## src/rtl/inst_loader_pkg.sv

```systemverilog
// Shared types and constants for the instruction-memory boot loader.
//   loader_state_t : loader FSM states
//   HDR_BYTES      : length-header size in bytes (little-endian word count)
//   BYTES_PER_WORD : stream bytes packed into one instruction word
//   WORD_W         : instruction word width in bits
package inst_loader_pkg;

  typedef enum logic [2:0] {
    StIdle,
    StLenLo,
    StLenHi,
    StData,
    StWrite,
    StDone
  } loader_state_t;

  localparam int unsigned HDR_BYTES      = 2;
  localparam int unsigned BYTES_PER_WORD = 4;
  localparam int unsigned WORD_W         = 8 * BYTES_PER_WORD;

endpackage

```

## src/rtl/byte_packer.sv

```systemverilog
// Little-endian byte packer: each push shifts a byte in from the top, so after
// four pushes the first byte sits in bits [7:0].
//   clk_i, rst_ni : clock, async active-low reset
//   clear_i       : empty the packer (priority over push_i)
//   push_i        : shift byte_i in
//   byte_i        : stream byte
//   word_o        : packed word (complete after the fourth push)
//   full_o        : three bytes held; the next push completes the word
module byte_packer
  import inst_loader_pkg::*;
(
  input  logic              clk_i,
  input  logic              rst_ni,
  input  logic              clear_i,
  input  logic              push_i,
  input  logic [7:0]        byte_i,
  output logic [WORD_W-1:0] word_o,
  output logic              full_o
);

  logic [1:0]        count_q, count_d;
  logic [WORD_W-1:0] word_q, word_d;

  always_comb begin
    count_d = count_q;
    word_d  = word_q;
    if (clear_i) begin
      count_d = '0;
      word_d  = '0;
    end else if (push_i) begin
      word_d  = {byte_i, word_q[WORD_W-1:8]};
      count_d = count_q + 2'd1;  // wraps to 0 on the fourth byte
    end
  end

  always_ff @(posedge clk_i or negedge rst_ni) begin
    if (!rst_ni) begin
      count_q <= '0;
      word_q  <= '0;
    end else begin
      count_q <= count_d;
      word_q  <= word_d;
    end
  end

  assign word_o = word_q;
  assign full_o = (count_q == 2'(BYTES_PER_WORD - 1));

endmodule

```

## src/rtl/inst_mem_loader.sv

```systemverilog
// Boot-time instruction memory writer. Takes a byte stream (2-byte word count N,
// then 4*N little-endian instruction bytes) and writes each word to consecutive
// word addresses from 0, holding the CPU off until the load completes cleanly.
//   clk_i, rst_ni         : clock, async active-low reset
//   start_i               : begin a load (honoured in idle/done only)
//   in_valid_i, in_data_i : byte stream input
//   in_ready_o            : a byte can be accepted this cycle
//   wr_en_o               : one-cycle write strobe
//   wr_adr_o, wr_data_o   : byte address (word aligned) and instruction word
//   cpu_hold_o            : high until a load completes without error
//   done_o, err_o         : load finished / length exceeded depth (levels)
module inst_mem_loader
  import inst_loader_pkg::*;
#(
  parameter int unsigned ADDR_W = 16
) (
  input  logic        clk_i,
  input  logic        rst_ni,
  input  logic        start_i,
  input  logic        in_valid_i,
  output logic        in_ready_o,
  input  logic [7:0]  in_data_i,
  output logic        wr_en_o,
  output logic [31:0] wr_adr_o,
  output logic [31:0] wr_data_o,
  output logic        cpu_hold_o,
  output logic        done_o,
  output logic        err_o
);

  // One extra bit so N == 2^ADDR_W reaches its last index without wrapping.
  localparam int unsigned IdxW = ADDR_W + 1;

  loader_state_t     state_q;
  logic [15:0]       n_q;
  logic [IdxW-1:0]   idx_q;
  logic              in_ready_q;
  logic              wr_en_q;
  logic [31:0]       wr_adr_q;
  logic [31:0]       wr_data_q;
  logic              cpu_hold_q;
  logic              done_q;
  logic              err_q;

  logic              xfer;
  logic [15:0]       len_full;
  logic              len_too_big;
  logic              last_word;
  logic              pk_clear;
  logic              pk_push;
  logic [WORD_W-1:0] pk_word;
  logic              pk_full;

  assign xfer        = in_valid_i && in_ready_q;
  assign len_full    = {in_data_i, n_q[7:0]};
  assign len_too_big = ({16'd0, len_full} > (32'd1 << ADDR_W));
  assign last_word   = (32'(idx_q) == (32'(n_q) - 32'd1));
  assign pk_clear    = (state_q == StLenHi) && xfer;
  assign pk_push     = (state_q == StData) && xfer;

  byte_packer u_packer (
    .clk_i   (clk_i),
    .rst_ni  (rst_ni),
    .clear_i (pk_clear),
    .push_i  (pk_push),
    .byte_i  (in_data_i),
    .word_o  (pk_word),
    .full_o  (pk_full)
  );

  always_ff @(posedge clk_i or negedge rst_ni) begin
    if (!rst_ni) begin
      state_q    <= StIdle;
      n_q        <= '0;
      idx_q      <= '0;
      in_ready_q <= 1'b0;
      wr_en_q    <= 1'b0;
      wr_adr_q   <= '0;
      wr_data_q  <= '0;
      cpu_hold_q <= 1'b1;
      done_q     <= 1'b0;
      err_q      <= 1'b0;
    end else begin
      wr_en_q <= 1'b0;
      unique case (state_q)
        StIdle: begin
          if (start_i) begin
            state_q    <= StLenLo;
            in_ready_q <= 1'b1;
          end
        end
        StLenLo: begin
          if (xfer) begin
            n_q[7:0] <= in_data_i;
            state_q  <= StLenHi;
          end
        end
        StLenHi: begin
          if (xfer) begin
            n_q[15:8] <= in_data_i;
            if (len_full == 16'd0) begin
              state_q    <= StDone;
              in_ready_q <= 1'b0;
              done_q     <= 1'b1;
              cpu_hold_q <= 1'b0;
            end else if (len_too_big) begin
              state_q    <= StDone;
              in_ready_q <= 1'b0;
              done_q     <= 1'b1;
              err_q      <= 1'b1;
            end else begin
              state_q <= StData;
              idx_q   <= '0;
            end
          end
        end
        StData: begin
          if (xfer && pk_full) begin
            state_q    <= StWrite;
            in_ready_q <= 1'b0;
            wr_en_q    <= 1'b1;
            wr_adr_q   <= 32'(idx_q[ADDR_W-1:0]) << 2;
          end
        end
        StWrite: begin
          wr_data_q <= pk_word;
          idx_q     <= idx_q + IdxW'(1);
          if (last_word) begin
            state_q    <= StDone;
            done_q     <= 1'b1;
            cpu_hold_q <= 1'b0;
          end else begin
            state_q    <= StData;
            in_ready_q <= 1'b1;
          end
        end
        StDone: begin
          if (start_i) begin
            state_q    <= StLenLo;
            in_ready_q <= 1'b1;
            done_q     <= 1'b0;
            err_q      <= 1'b0;
            cpu_hold_q <= 1'b1;
          end
        end
        default: begin
          state_q    <= StIdle;
          in_ready_q <= 1'b0;
        end
      endcase
    end
  end

  assign in_ready_o = in_ready_q;
  assign wr_en_o    = wr_en_q;
  assign wr_adr_o   = wr_adr_q;
  // The packer holds the finished word through the write cycle; the copy
  // keeps wr_data stable once new bytes start shifting in.
  assign wr_data_o  = wr_en_q ? pk_word : wr_data_q;
  assign cpu_hold_o = cpu_hold_q;
  assign done_o     = done_q;
  assign err_o      = err_q;

endmodule

```

## config.mk

```make
export PLATFORM = sky130hd
export DESIGN_NAME = inst_mem_loader
export DESIGN_NICKNAME = d
export VERILOG_FILES = /design/src/rtl/inst_loader_pkg.sv /design/src/rtl/byte_packer.sv /design/src/rtl/inst_mem_loader.sv
export SDC_FILE = /design/constraint.sdc
export NUM_CORES = 1
export LEC_CHECK = 0
export CAP_MARGIN = 20
export CORE_AREA = 2 2 137 139
export CTS_CLUSTER_SIZE = 8
export DETAILED_ROUTE_END_ITERATION = 10
export DIE_AREA = 0 0 139 141
export PLACE_DENSITY = 0.53
export SETUP_SLACK_MARGIN = 0.02
export SKIP_LAST_GASP = 1
export SYNTH_ARGS = -nofsm -noshare
export SYNTH_HDL_FRONTEND = slang
export SYNTH_HIERARCHICAL = 1
export SYNTH_SLANG_ARGS = --single-unit
```

## constraint.sdc

```tcl
create_clock -name clk_i -period 5.33 [get_ports clk_i]
set_clock_uncertainty 0.2 [all_clocks]
set_input_delay 1.599 -clock clk_i [delete_from_list [all_inputs] [get_ports clk_i]]
set_output_delay 1.599 -clock clk_i [all_outputs]
set_load 0.02 [all_outputs]
```

# After elaboration in Yosys (flattened, before gate mapping)
# Index checks and enable logic that the tools add are counted.
# totals
word_cells	79
out_inout_bits	69
ff_bits	122
input_bits	12
# op_classes
add_sub_neg	3
reduce_logical	17
n_mux	30
bitwise_logic	1
n_eq_ne	16
# ops
cell	n
2-to-1 mux 32 bit	3
2-to-1 mux 17 bit	2
one-hot mux 17 bit (2 select lines)	1
equality test 17 x 32 -> 1 bit	1
2-to-1 mux 3 bit	6
adder 17 x 1 -> 17 bit (second input constant)	1
subtractor 16 x 1 -> 17 bit (second input constant)	1
logical NOT 16 bit	1
one-hot mux 3 bit (5 select lines)	1
2-to-1 mux 1 bit	12
inequality test 2 bit (second input constant)	6
equality test 3 x 2 -> 1 bit (second input constant)	2
equality test 3 bit (second input constant)	2
inequality test 2 x 1 -> 1 bit (second input constant)	3
one-hot mux 1 bit (3 select lines)	2
AND reduction 2 bit	3
AND reduction 6 bit	1
one-hot mux 1 bit (5 select lines)	1
AND reduction 5 bit	1
logical AND 1 bit	4
2-to-1 mux 2 bit	2
AND reduction 4 bit	1
nonzero test 2 bit	2
equality test 3 x 1 -> 1 bit (second input constant)	1
other kinds (7)	7

# Longest topological paths before layout
# depth
depth_word	4
ltp_mapped	9
depth_no_buf	8

# Cells and area by module
# Netlist, hierarchy kept.
# modules_own_cells
module	n_inst	seq_area_each_um2	area_per_inst_um2	cells_per_inst
inst_mem_loader	1	2203.4	4793.3	519
byte_packer	1	850.8	1418.9	111

# Least setup slack after synthesis
# No wires, ideal clock.
# synth_path
path_type	register -> output
from	register wr_en_q, in the netlist wr_en_o
to	output wr_data_o[10]
stages_incl_launch_ff	4
n_path_buf	2
t_required_ns	3.531
setup_slack_ns	2.118
t_arrival_ns	1.413
cell_sequence	dfrtp_1 -> clkbuf_1 -> buf_1 -> mux2_2
# synth_via
elab_chain_cells	1
# synth_lines
item	line	text
start: declaration	inst_mem_loader.sv:38	logic wr_en_q;
start signal: assignment	inst_mem_loader.sv:77	wr_en_q <= 1'b0;
start signal: assignment	inst_mem_loader.sv:84	wr_en_q <= 1'b0;
start signal: assignment	inst_mem_loader.sv:121	wr_en_q <= 1'b1;
2-to-1 mux 32 bit	inst_mem_loader.sv:159	assign wr_data_o = wr_en_q ? pk_word : wr_data_q;
end: declaration	inst_mem_loader.sv:25	output logic [31:0] wr_data_o,
# No other way between the ends.

# Worst setup path in the final report
# layout_path
from	register wr_en_q, in the netlist wr_en_o
to	output wr_data_o[16]
# Same word-level chain as after synthesis.

==> flow_summary.toml <==
[outcome]
status = "finished, final reports clean"

[floorplan]
core_mm2 = 0.0183
initial_core_util_pct = 34.0
num_io_pins = 81
die_w_um = 139
die_area_mm2 = 0.0196
core.rowCount = 50
die_y_um = 141

[sta]
final.min_clock_period_ns = 3.94
setup_viol = 0
timing.fmax_ghz = 0.254
maxSlewHeadroom_pct = 35.4
report.final.hold_viol_count = 0
worst_slew_pin_slew_ns = 0.968
final-max-slew-violation-count = 0
rsz0062_at_grt = "no"
min_period_over_period_pct = 73.8
totalNegativeSetupSlack_ns = 0

[clock_tree]
cts_root_buffer = "clkbuf_16"
cts_tree = "yes"
hold_buffers = 0
postCtsSetupBuffers = 0
cts-resized-gates = 0
cts.clk_slew.worst_paths_ns = 0.05
htree_levels = 4
clock_latency_ns = 0.41
cts_buffers = 17
cts_buffer_depth = 2
clock-sinks = 122

[cells_and_area]
antenna_cells = 0
register_area_mm2 = 0.00305
fin_nets = 697
fill_cells = 1748
fin_area_mm2 = 0.00753
layout_common_cells = "nand2_1 (136), dfrtp_1 (121), nor2_1 (66), clkdlybuf4s50_1 (62), mux2_2 (56)"
multi_input_area_mm2 = 0.00286
finalNonFillerCells = 928
final_common_cell = "nand2_1"
area_growth_pct = 21.2
drive_gt1_share_pct = 14.7

[pwr]
leakagePower_nw = 3.48
irDropWorstVdd_v = 0.000270
p_per_area_mw_per_mm2 = 546

[place]
hpwl_um = 10400
dpl.cell_count = 897
gp_congestion = 0.856
placedInstanceArea_mm2 = 0.00693
port_buffers = 63

[yosys]
netlist_top_cells_area = "dfrtp_1 (49%), mux2_2 (10%), nand2_1 (8.2%)"
synthFlopType = "dfrtp_1"
yosys_register_bits = 122
synth.cell_area_mm2 = 0.00621
ys_warn_count = 6
synth_cells = 630
synth_edf_count = 0
yosysSeqAreaShare_pct = 49.2
synth_top_area_share_pct = 48.7
avgSynthCellArea_um2 = 9.86
synthDistinctLibCells = 48
synth.largest_area_cell = "dfrtp_1"
postSynth.asyncResetShare_pct = 100

[global_route]
grt_pass1_vias = 4859
grt_overflow_total = 0
antenna_found_initial = 0
grt_max_degree = 56
grt_usage_pct = 16.7
grt_pass1_wl_um = 25900

[critical_path]
cp.arrival_ns = 2.14
crit_path_end_kind = "output port"
reg2reg_slack_ns = 1.89
crit_type = "reg2out"
r2r_start = "n_q[0]"
reg2regPathDepth = 8
critPathRequiredTime_ns = 3.53
setup.worst_path.start_class = "flip-flop"
path_max_fanout = 33
worstReg2RegEnd = "in_ready_o"

[hold_path]
hp-class = "reg2reg"
min_to = "wr_data_q[6]"
min_path_cells = 2
hp-start = "wr_data_q[6]"

[drt]
ant_nets = 0
post_drt_via_cell_ratio = 4.99
wl_per_cell_um = 16.8
drt_pass1_iterations = 5
drt_iter0_drc = 315
wirelength_um = 15600
vias = 4628
drc = 0

[flow_run]
maxCapViolCount = 0
==> kinds of logic (layout without fill, tap and decap cells) <==
family                     after synthesis  count (layout)  share of synthesized area [%]
DFF                                    122             122                           49.2
and+or+nand+nor                        278             278                           20.0
AOI/OAI and AO/OA                       41              41                           4.29
other                                    1              17                         0.0604
muxes                                   89              89                           15.5
xor gates and xnor gates                32              32                           4.51
adders and majority gates                3               3                          0.604
buffers and inverters                   64             112                           5.88
==> synthesized netlist by cell type, types with 9 or more instances <==
cell        n
buf_4      17
clkbuf_1   25
dfrtp_1   121
inv_1      11
mux2_2     56
mux2i_1    33
nand2_1   136
nor2_1     68
nor4_1     16
o21ai_0    12
xnor2_1    23
xor2_1      9
==> layout make-up <==
class / count / share of cell area (%)
timing repair buffer: 70 / 9.04
sequential: 122 / 40.6
multi-input combinational: 460 / 38.0
clock buffer: 24 / 6.80
inverter: 11 / 0.548
clock inverter: 7 / 1.16
tap: 234 / 3.89
==> critical path: stages (launching register included) <==
cell and delay, ns:
dfrtp_1 0.32, buf_4 0.40, mux2_2 0.43, clkdlybuf4s50_1 0.56
==> metal layers <==
metal  up-vias  global-route usage (%)  share of wire (%)
li1       2207                       -                  -
met1      2284                    21.4                 47
met2       123                    27.8                 48
met3        14                    4.35                4.2
met4         0                    5.10                1.1
met5         -                       0                  0
==> worst max-delay path by stage <==
stage | from | endpoint | slack (ns) | depth (start not counted)
after floorplan | wr_en_o | wr_data_o[10] | 2.12 | 3
after global placement | in_data_i[1] | idx_q[9] | 1.10 | 7
after detailed placement | in_data_i[1] | idx_q[9] | 1.01 | 7
after CTS | wr_en_o | wr_data_o[31] | 1.35 | 3
after global routing | in_data_i[5] | idx_q[13] | 1.21 | 7
final | wr_en_o | wr_data_o[16] | 1.39 | 3
==> sequential cells by signal, summed over array words and instances (netlist names) <==
name,flops
done_o,1
n_q,16
u_packer/word_o,32
in_ready_o,1
wr_en_o,1
state_q,3
idx_q,17
u_packer/count_q,2
wr_data_q,32
cpu_hold_o,1
wr_adr_o,16
==> where the power goes <==
part | leakage [nW] | total [mW] | internal, mW | switching [mW]
clock network | 0.298 | 1.16 | 0.757 | 0.400
logic | 1.54 | 1.38 | 0.636 | 0.743
registers | 1.64 | 1.57 | 1.23 | 0.345
total | 3.47 | 4.11 | 2.62 | 1.49
==> metrics by stage <==
step | worst slack, ns | util, % | total power, mW | hold slack [ns]
floorplan | 2.12 | - | 2.47 | 0.242
global placement | 1.10 | 37.9 | 2.93 | 0.254
detailed placement | 1.01 | 37.9 | 2.97 | 0.259
CTS | 1.35 | 41.2 | 4.15 | 0.272
global route | 1.21 | 41.2 | 4.39 | 0.298
finish | 1.39 | 41.2 | 4.11 | 0.266
Power figures use the tool's default switching activity.
